===== config.mk =====
export PLATFORM = sky130hd
export DESIGN_NAME = sdram_rd_port_client
export DESIGN_NICKNAME = d
export VERILOG_FILES = /design/src/rtl/sdram_rd_port_client.sv
export SDC_FILE = /design/constraint.sdc
export NUM_CORES = 1
export LEC_CHECK = 0
export CORE_MARGIN = 3
export CORE_UTILIZATION = 44
export CTS_BUF_LIST = sky130_fd_sc_hd__clkbuf_4 sky130_fd_sc_hd__clkbuf_8 sky130_fd_sc_hd__clkbuf_16
export CTS_CLUSTER_DIAMETER = 100
export DETAILED_ROUTE_END_ITERATION = 16
export GPL_TIMING_DRIVEN = 1
export HOLD_SLACK_MARGIN = 0.06
export PLACE_DENSITY = 0.83
export SLEW_MARGIN = 10
export SYNTH_ARGS = -nofsm -noshare
export SYNTH_HDL_FRONTEND = slang
export SYNTH_SLANG_ARGS = --single-unit

===== constraint.sdc =====
create_clock -name clk -period 1.8 [get_ports clk]
set_input_delay 0.27 -clock clk [delete_from_list [all_inputs] [get_ports clk]]
set_output_delay 0.27 -clock clk [all_outputs]
set_load 0.01 [all_outputs]

===== src/rtl/sdram_rd_port_client.sv =====
// Read-port requester: wins an arbiter slot, then issues one single-word read per
// index and streams each returned word downstream with its index.
module sdram_rd_port_client #(
  parameter int unsigned LEN_W     = 11,
  parameter int unsigned ADDR_STEP = 1
) (
  input  logic             clk,
  input  logic             rst_n,
  input  logic             en,
  input  logic             iStart,
  input  logic [23:0]      iBase_Addr,
  input  logic [LEN_W-1:0] iLen,
  output logic             oSched_Req,
  input  logic             iSched_Ack,
  output logic             oSched_Done,
  output logic             oRd_Req,
  output logic [23:0]      oRd_Addr,
  input  logic             iRd_Done,
  input  logic [15:0]      iRd_Data,
  output logic             oData_Valid,
  output logic [15:0]      oData,
  output logic [LEN_W-1:0] oData_Idx,
  output logic             oBusy,
  output logic             oDone
);

  typedef enum logic [2:0] {IDLE, REQ, RD, GAP, REL} state_t;

  state_t           state, stateNxt;
  logic [23:0]      addr, addrNxt;
  logic [LEN_W-1:0] len, lenNxt;
  logic [LEN_W-1:0] idx, idxNxt;
  logic             schedReqNxt, schedDoneNxt, rdReqNxt, validNxt, doneNxt;
  logic [15:0]      dataNxt;
  logic [LEN_W-1:0] dataIdxNxt;
  logic             lastWord;

  assign lastWord = (idx == len - LEN_W'(1));
  assign oRd_Addr = addr;
  assign oBusy    = (state != IDLE);

  always_ff @(posedge clk) begin
    if (!rst_n) begin
      state       <= IDLE;
      addr        <= '0;
      len         <= '0;
      idx         <= '0;
      oSched_Req  <= 1'b0;
      oSched_Done <= 1'b0;
      oRd_Req     <= 1'b0;
      oData_Valid <= 1'b0;
      oData       <= '0;
      oData_Idx   <= '0;
      oDone       <= 1'b0;
    end else if (en) begin
      state       <= stateNxt;
      addr        <= addrNxt;
      len         <= lenNxt;
      idx         <= idxNxt;
      oSched_Req  <= schedReqNxt;
      oSched_Done <= schedDoneNxt;
      oRd_Req     <= rdReqNxt;
      oData_Valid <= validNxt;
      oData       <= dataNxt;
      oData_Idx   <= dataIdxNxt;
      oDone       <= doneNxt;
    end
  end

  always_comb begin
    stateNxt = state;
    case (state)
      IDLE:    if (iStart && (iLen != '0)) stateNxt = REQ;
      REQ:     if (iSched_Ack) stateNxt = RD;
      RD:      if (iRd_Done) stateNxt = lastWord ? REL : GAP;
      GAP:     stateNxt = RD;
      REL:     stateNxt = IDLE;
      default: stateNxt = IDLE;
    endcase
  end

  // Outputs are registered; REL raises the release pulses for the cycle after it,
  // which places oDone one cycle behind the last oData_Valid.
  always_comb begin
    addrNxt      = addr;
    lenNxt       = len;
    idxNxt       = idx;
    schedReqNxt  = oSched_Req;
    rdReqNxt     = oRd_Req;
    dataNxt      = oData;
    dataIdxNxt   = oData_Idx;
    schedDoneNxt = 1'b0;
    validNxt     = 1'b0;
    doneNxt      = 1'b0;
    case (state)
      IDLE: begin
        if (iStart) begin
          if (iLen != '0) begin
            addrNxt     = iBase_Addr;
            lenNxt      = iLen;
            idxNxt      = '0;
            schedReqNxt = 1'b1;
          end else begin
            doneNxt = 1'b1;
          end
        end
      end
      REQ: begin
        if (iSched_Ack) begin
          schedReqNxt = 1'b0;
          rdReqNxt    = 1'b1;
        end
      end
      RD: begin
        if (iRd_Done) begin
          dataNxt    = iRd_Data;
          dataIdxNxt = idx;
          validNxt   = 1'b1;
          rdReqNxt   = 1'b0;
          addrNxt    = addr + 24'(ADDR_STEP);
          idxNxt     = idx + LEN_W'(1);
        end
      end
      GAP: rdReqNxt = 1'b1;
      REL: begin
        schedDoneNxt = 1'b1;
        doneNxt      = 1'b1;
      end
      default: ;
    endcase
  end

endmodule


Word level (Yosys, flattened, before mapping). Cells that the tools add are included.

Word-level logic and storage cells: 63. Output and inout port bits: 57. Register bits: 81. Input port bits: 57.

Equal/unequal tests: 10. Add/subtract/negate cells: 3. Muxes and demuxes: 26. Reductions and logical operators: 13.

Operators with widths (count): $mux 24 (3); $pmux 24 s2 (1); $mux 11 (3); $add 24x1->24 const B (1); $pmux 11 s2 (1); $mux 3 (4); $pmux 3 s4 (1); $reduce_and 4->1 (3); $add 11x1->11 const B (1); $eq 11x11->1 (1); $reduce_bool 11->1 (1); $sub 11x1->11 const B (1); $mux 1 (10); $ne 2x2->1 const B (5); $reduce_and 5->1 (2); $eq 3x2->1 const B (2); $reduce_bool 3->1 (2); $pmux 1 s2 (2); $reduce_bool 2->1 (2); $eq 3x1->1 const B (1); $eq 3x3->1 const B (1); $logic_not 3->1 (1); $pmux 1 s3 (1); $reduce_and 3->1 (1); $logic_and 1x1->1 (1).

Depth between registers and ports, before layout. Gate-level depths: netlist of run 1.

Depth after elaboration: 5. Mapped depth: 9. Mapped depth without buffers: 8.

Worst setup path before layout of run 1. Ideal clock, no wire load.

Path kind: register to register. From: register addr[0], in the netlist oRd_Addr[0]. To: register addr[14], in the netlist oRd_Addr[14]. Slack: -0.017 ns. Path buffers: 0. Setup time: 0.128 ns. Cell stages (with the launch flop): 8. Data required time: 1.672 ns. Arrival time: 1.689 ns. Period minus slack after synthesis: 1.817 ns. Cell sequence: dfxtp_1 -> ha_1 -> nand2_1 -> nor4_1 -> nand3_1 -> xnor2_1 -> a222oi_1 -> nor2_1.

Word-level cells in the longest chain between the ends: 3.

Ends and longest elaborated chain: start: declaration (line 30) `logic [23:0] addr, addrNxt;`; start signal: assignment (line 57) `addr <= addrNxt;`; $add 24x1->24 (line 120) `addrNxt = addr + 24'(ADDR_STEP);`; $mux 24 (line 115) `if (iRd_Done) begin`; $pmux 24 s2 (line 95) `case (state)`.

No other way between the ends. The select of a mux whose other input is x is not followed. A chain may end at the register's enable or synchronous reset.

Final worst setup path of run 1.
From: register len[1]. To: register state[2].

Word-level cells in the longest chain between the ends: 5.

Ends and longest elaborated chain: start: declaration (line 31) `logic [LEN_W-1:0] len, lenNxt;`; start signal: assignment (line 58) `len <= lenNxt;`; $sub 11x1->11 (line 38) `assign lastWord = (idx == len - LEN_W'(1));`; $eq 11x11->1 (line 38); $mux 3 (2 in a row) (line 75) `RD: if (iRd_Done) stateNxt = lastWord ? REL : GAP;`; $pmux 3 s4 (line 72) `case (state)`; end signal: assignment (line 56) `state <= stateNxt;`; end: declaration (line 29) `state_t state, stateNxt;`.

No other way between the ends. The select of a mux whose other input is x is not followed.

==> key figures, run 1 <==
Run status
  – Status: finished with violations
  – Failing checks: setup timing

Clock network
  – Worst-path clk slew: roughly 80 ps
  – CTS buffer count: 9
  – CTS max path bufs: 2
  – CTS tree: built
  – Worst-Skew Late Latency: 360 ps
  – Hold buffers post-CTS: 0
  – Clock sinks: approximately 80
  – Root Buffer: clkbuf_8
  – H-tree depth: 3

Logic synthesis
  – Synth cell count leaders: nand2_1 (95), dfxtp_1 (81), a21oi_1 (60), nor2_1 (41)
  – Seq/Total Area, Yosys: between 30 and 40%
  – Ranking of synthesized cells by area: dfxtp_1 (39%), nand2_1 (8.5%), a21oi_1 (7.2%)
  – Mapped cell area: 4183 µm²
  – Asr flop ratio synth: 0%
  – Count of cell types in the netlist: 66
  – Top FF cell, synth: dfxtp_1
  – Most frequent cell after synthesis: nand2_1
  – Net Count, Synth: around 580
  – Number of synthesized flops with an enable pin: 0
  – Synth Register Bits: 81
  – Syn avg cell area: 8.013 µm²
  – Mapped Cells: around 520
  – Synth Warn #: 0
  – Area leader, netlist: dfxtp_1
  – Top-area cell type share of the netlist area: between 30% and 40%

Global route
  – Largest net degree at the start of global routing: 32
  – Number of global-route vias before repair: around 4400
  – Global-route usage over all layers: approximately a quarter
  – First-pass GRT wire length: around 22000 µm
  – Gr ovfl total: 0
  – Initial antenna violation count: 0

Routing
  – Initial DRC count: approximately 350
  – Drt pass-1 iters: 7
  – Routed vias/inst: around 5.7
  – Wire per inst: approximately 17 µm
  – # DRC: 0
  – Final wirelength: ~14000 µm
  – Via count: 4644
  – Final ANT Viol Nets: 0

Placed design
  – Gpl congestion: between 0.9 and 1
  – Cells after DPL: 791
  – I/O Buffers: ~110
  – DP HPWL: around 9400 µm

Worst setup path
  – Crit Path Category: reg -> reg
  – Crit-path max FO: 3
  – Startpoint Class: flop
  – CP max stage delay: a little over 400 ps
  – Slowest cell on crit path: or3_4
  – CP Capture Type: flop
  – Register-to-Register Path Depth: 6
  – CP cell instances: or3_4 > nor3_4 > xor2_2 > mux2i_2 > nor3_2 > a31o_1
  – CP Data Arrival Time: ~2100 ps
  – Critical path required time: just over 2000 ps

Final layout
  – Final Core Density: around 71%
  – Layout fillers: 622
  – Layout cell share with drive strength beyond 1: 22.16%
  – Non-Filler Instances: around 820
  – Area Overhead vs Synth: 52.77%
  – Diodes inserted: 0
  – Nets@finish: 750

STA
  – Final min period: ~1900 ps
  – Setup-failing EPs final: 3
  – Tightest Pin Transition: approximately 360 ps
  – Final Max Slew Viols: 0
  – RSZ-0062 raised after global routing: true
  – Fin. Hold Viols: 0
  – FMAX: 536.4 MHz
  – Worst clock skew: approximately 12 ps
  – Tcrit/Tclk final: 103.6%
  – Slew Limit Headroom: 75.44%
  – Setup TNS: -87.87 ps
  – Setup ws final: -64.28 ps

Die
  – Site Rows: 34
  – Die height: around 100 µm
  – Initial Utilization: 46.60%
  – IO Pins: approximately 110
  – Placeable Area: ~9000 µm²
  – Die width: just over 100 µm
  – Die ar.: ~11000 µm²

Pwr
  – P_leak: between 2 and 2.5 nW
  – Power Density: 704.8 nW/µm²
  – VDD IR max: around 0.43 mV

Worst hold path
  – WHS Path Cells: 3
  – Hold Path Class: in -> reg

Run
  – MaxCap Viol Count: 0
==> state kept, by name, summed over array words and instances (netlist names) <==
signal,flops
oData_Valid,1
oData,16
oSched_Req,1
oDone,1
oRd_Req,1
oData_Idx,11
len,11
oSched_Done,1
oRd_Addr,24
idx,11
state,3
==> where the power goes <==
group | total, mW | internal [mW] | switching, mW
logic | 1.26 | 0.656 | 0.601
registers | 1.99 | 1.89 | 0.103
clock network | 1.26 | 0.561 | 0.696
==> worst max-delay path, delay by kind of cell, from the launching register on <==
kind	cells	cell delay [ps]
DFF	1	340
AOI/OAI and AO/OA	1	220
xor gates and xnor gates	1	190
and+or+nand+nor	3	680
muxes	1	340
==> worst paths after layout <==
check	start	end	slack (ps)
hold / removal	iLen[7]	len[7]	220
setup / recovery	len[1]	state[2]	-60
hold reg to reg	oData_Idx[5]	oData_Idx[5]	460
setup reg to reg	len[1]	state[2]	-60
==> placed cells by master, fill, tap and decap left out, drive strengths merged, types with 3 or more instances in the layout <==
cell type	n
nand2	97
inv	13
a21oi	60
a31oi	11
and2	12
buf	76
nor2	42
a21o	4
ha	3
clkbuf	12
o221ai	3
nor3	18
nand4	8
nand3	24
nor4	12
dfxtp	81
nand2b	4
clkdlybuf4s50	101
xnor2	24
o21ai	18
clkinvlp	3
xor2	9
dlymetal6s2s	10
and3	7
==> cells by family (layout without fill, tap and decap cells) <==
kind of cell | after synthesis | in the layout | synth area share (%)
AOI/OAI and AO/OA | 123 | 123 | 18.46
xor gates and xnor gates | 33 | 33 | 6.910
adders and majority gates | 3 | 3 | 0.8975
buffers and inverters | 49 | 219 | 5.803
DFF | 81 | 81 | 38.77
muxes | 2 | 2 | 0.4786
and+or+nand+nor | 231 | 234 | 28.69
==> repair_timing <==
| action | 4_1_cts | 5_1_grt |
|---|---|---|
| cloned | 1 | 3 |
| resized for setup | 20 | 46 |
| endpoints found under the setup margin | 33 | 39 |
| pin swaps | 13 | 17 |
| buffers inserted | 1 | 9 |
==> final cells by class <==
| cell class | count | area (µm²) | share of cell area [%] |
|---|---|---|---|
| Inverter | 13 | 48.80 | 0.7637 |
| Multi-Input combinational cell | 395 | 2537 | 39.71 |
| Sequential cell | 81 | 1634 | 25.57 |
| Tap cell | 126 | 157.7 | 2.467 |
| Clock inverter | 5 | 40.04 | 0.6266 |
| Clock buffer | 11 | 145.1 | 2.271 |
| Timing Repair Buffer | 190 | 1827 | 28.59 |
==> metal layers <==
layer / wire length, µm / track usage [%] / vias to the layer above
li1: - / - / 2166
met1: 5621 / 29.62 / 2192
met2: 6855 / 41.68 / 239
met3: 1056 / 4.789 / 47
met4: 466 / 8.737 / 0
met5: 0 / 0 / -
==> stage by stage <==
stage / setup WS, ps / power (mW) / hold WS [ps] / area, µm²
2_1_floorplan: 43.42 / 2.553 / 406.0 / 4190
5_1_grt: -173.1 / 4.689 / 240.9 / 6390
3_3_place_gp: -372.5 / 3.074 / 442.0 / 5843
3_5_place_dp: -482.7 / 3.103 / 448.5 / 5843
4_1_cts: -65.35 / 4.377 / 373.8 / 6110
6_report: -64.28 / 4.504 / 220.9 / 6390
Note: power is estimated with default switching activity, not from simulation.
==> run 2, diff against run 1 <==
HOLD_SLACK_MARGIN = unset   (was 0.06)
==> results of run 2 <==
The final DEF is identical to that of run 1; final timing and power are the same.
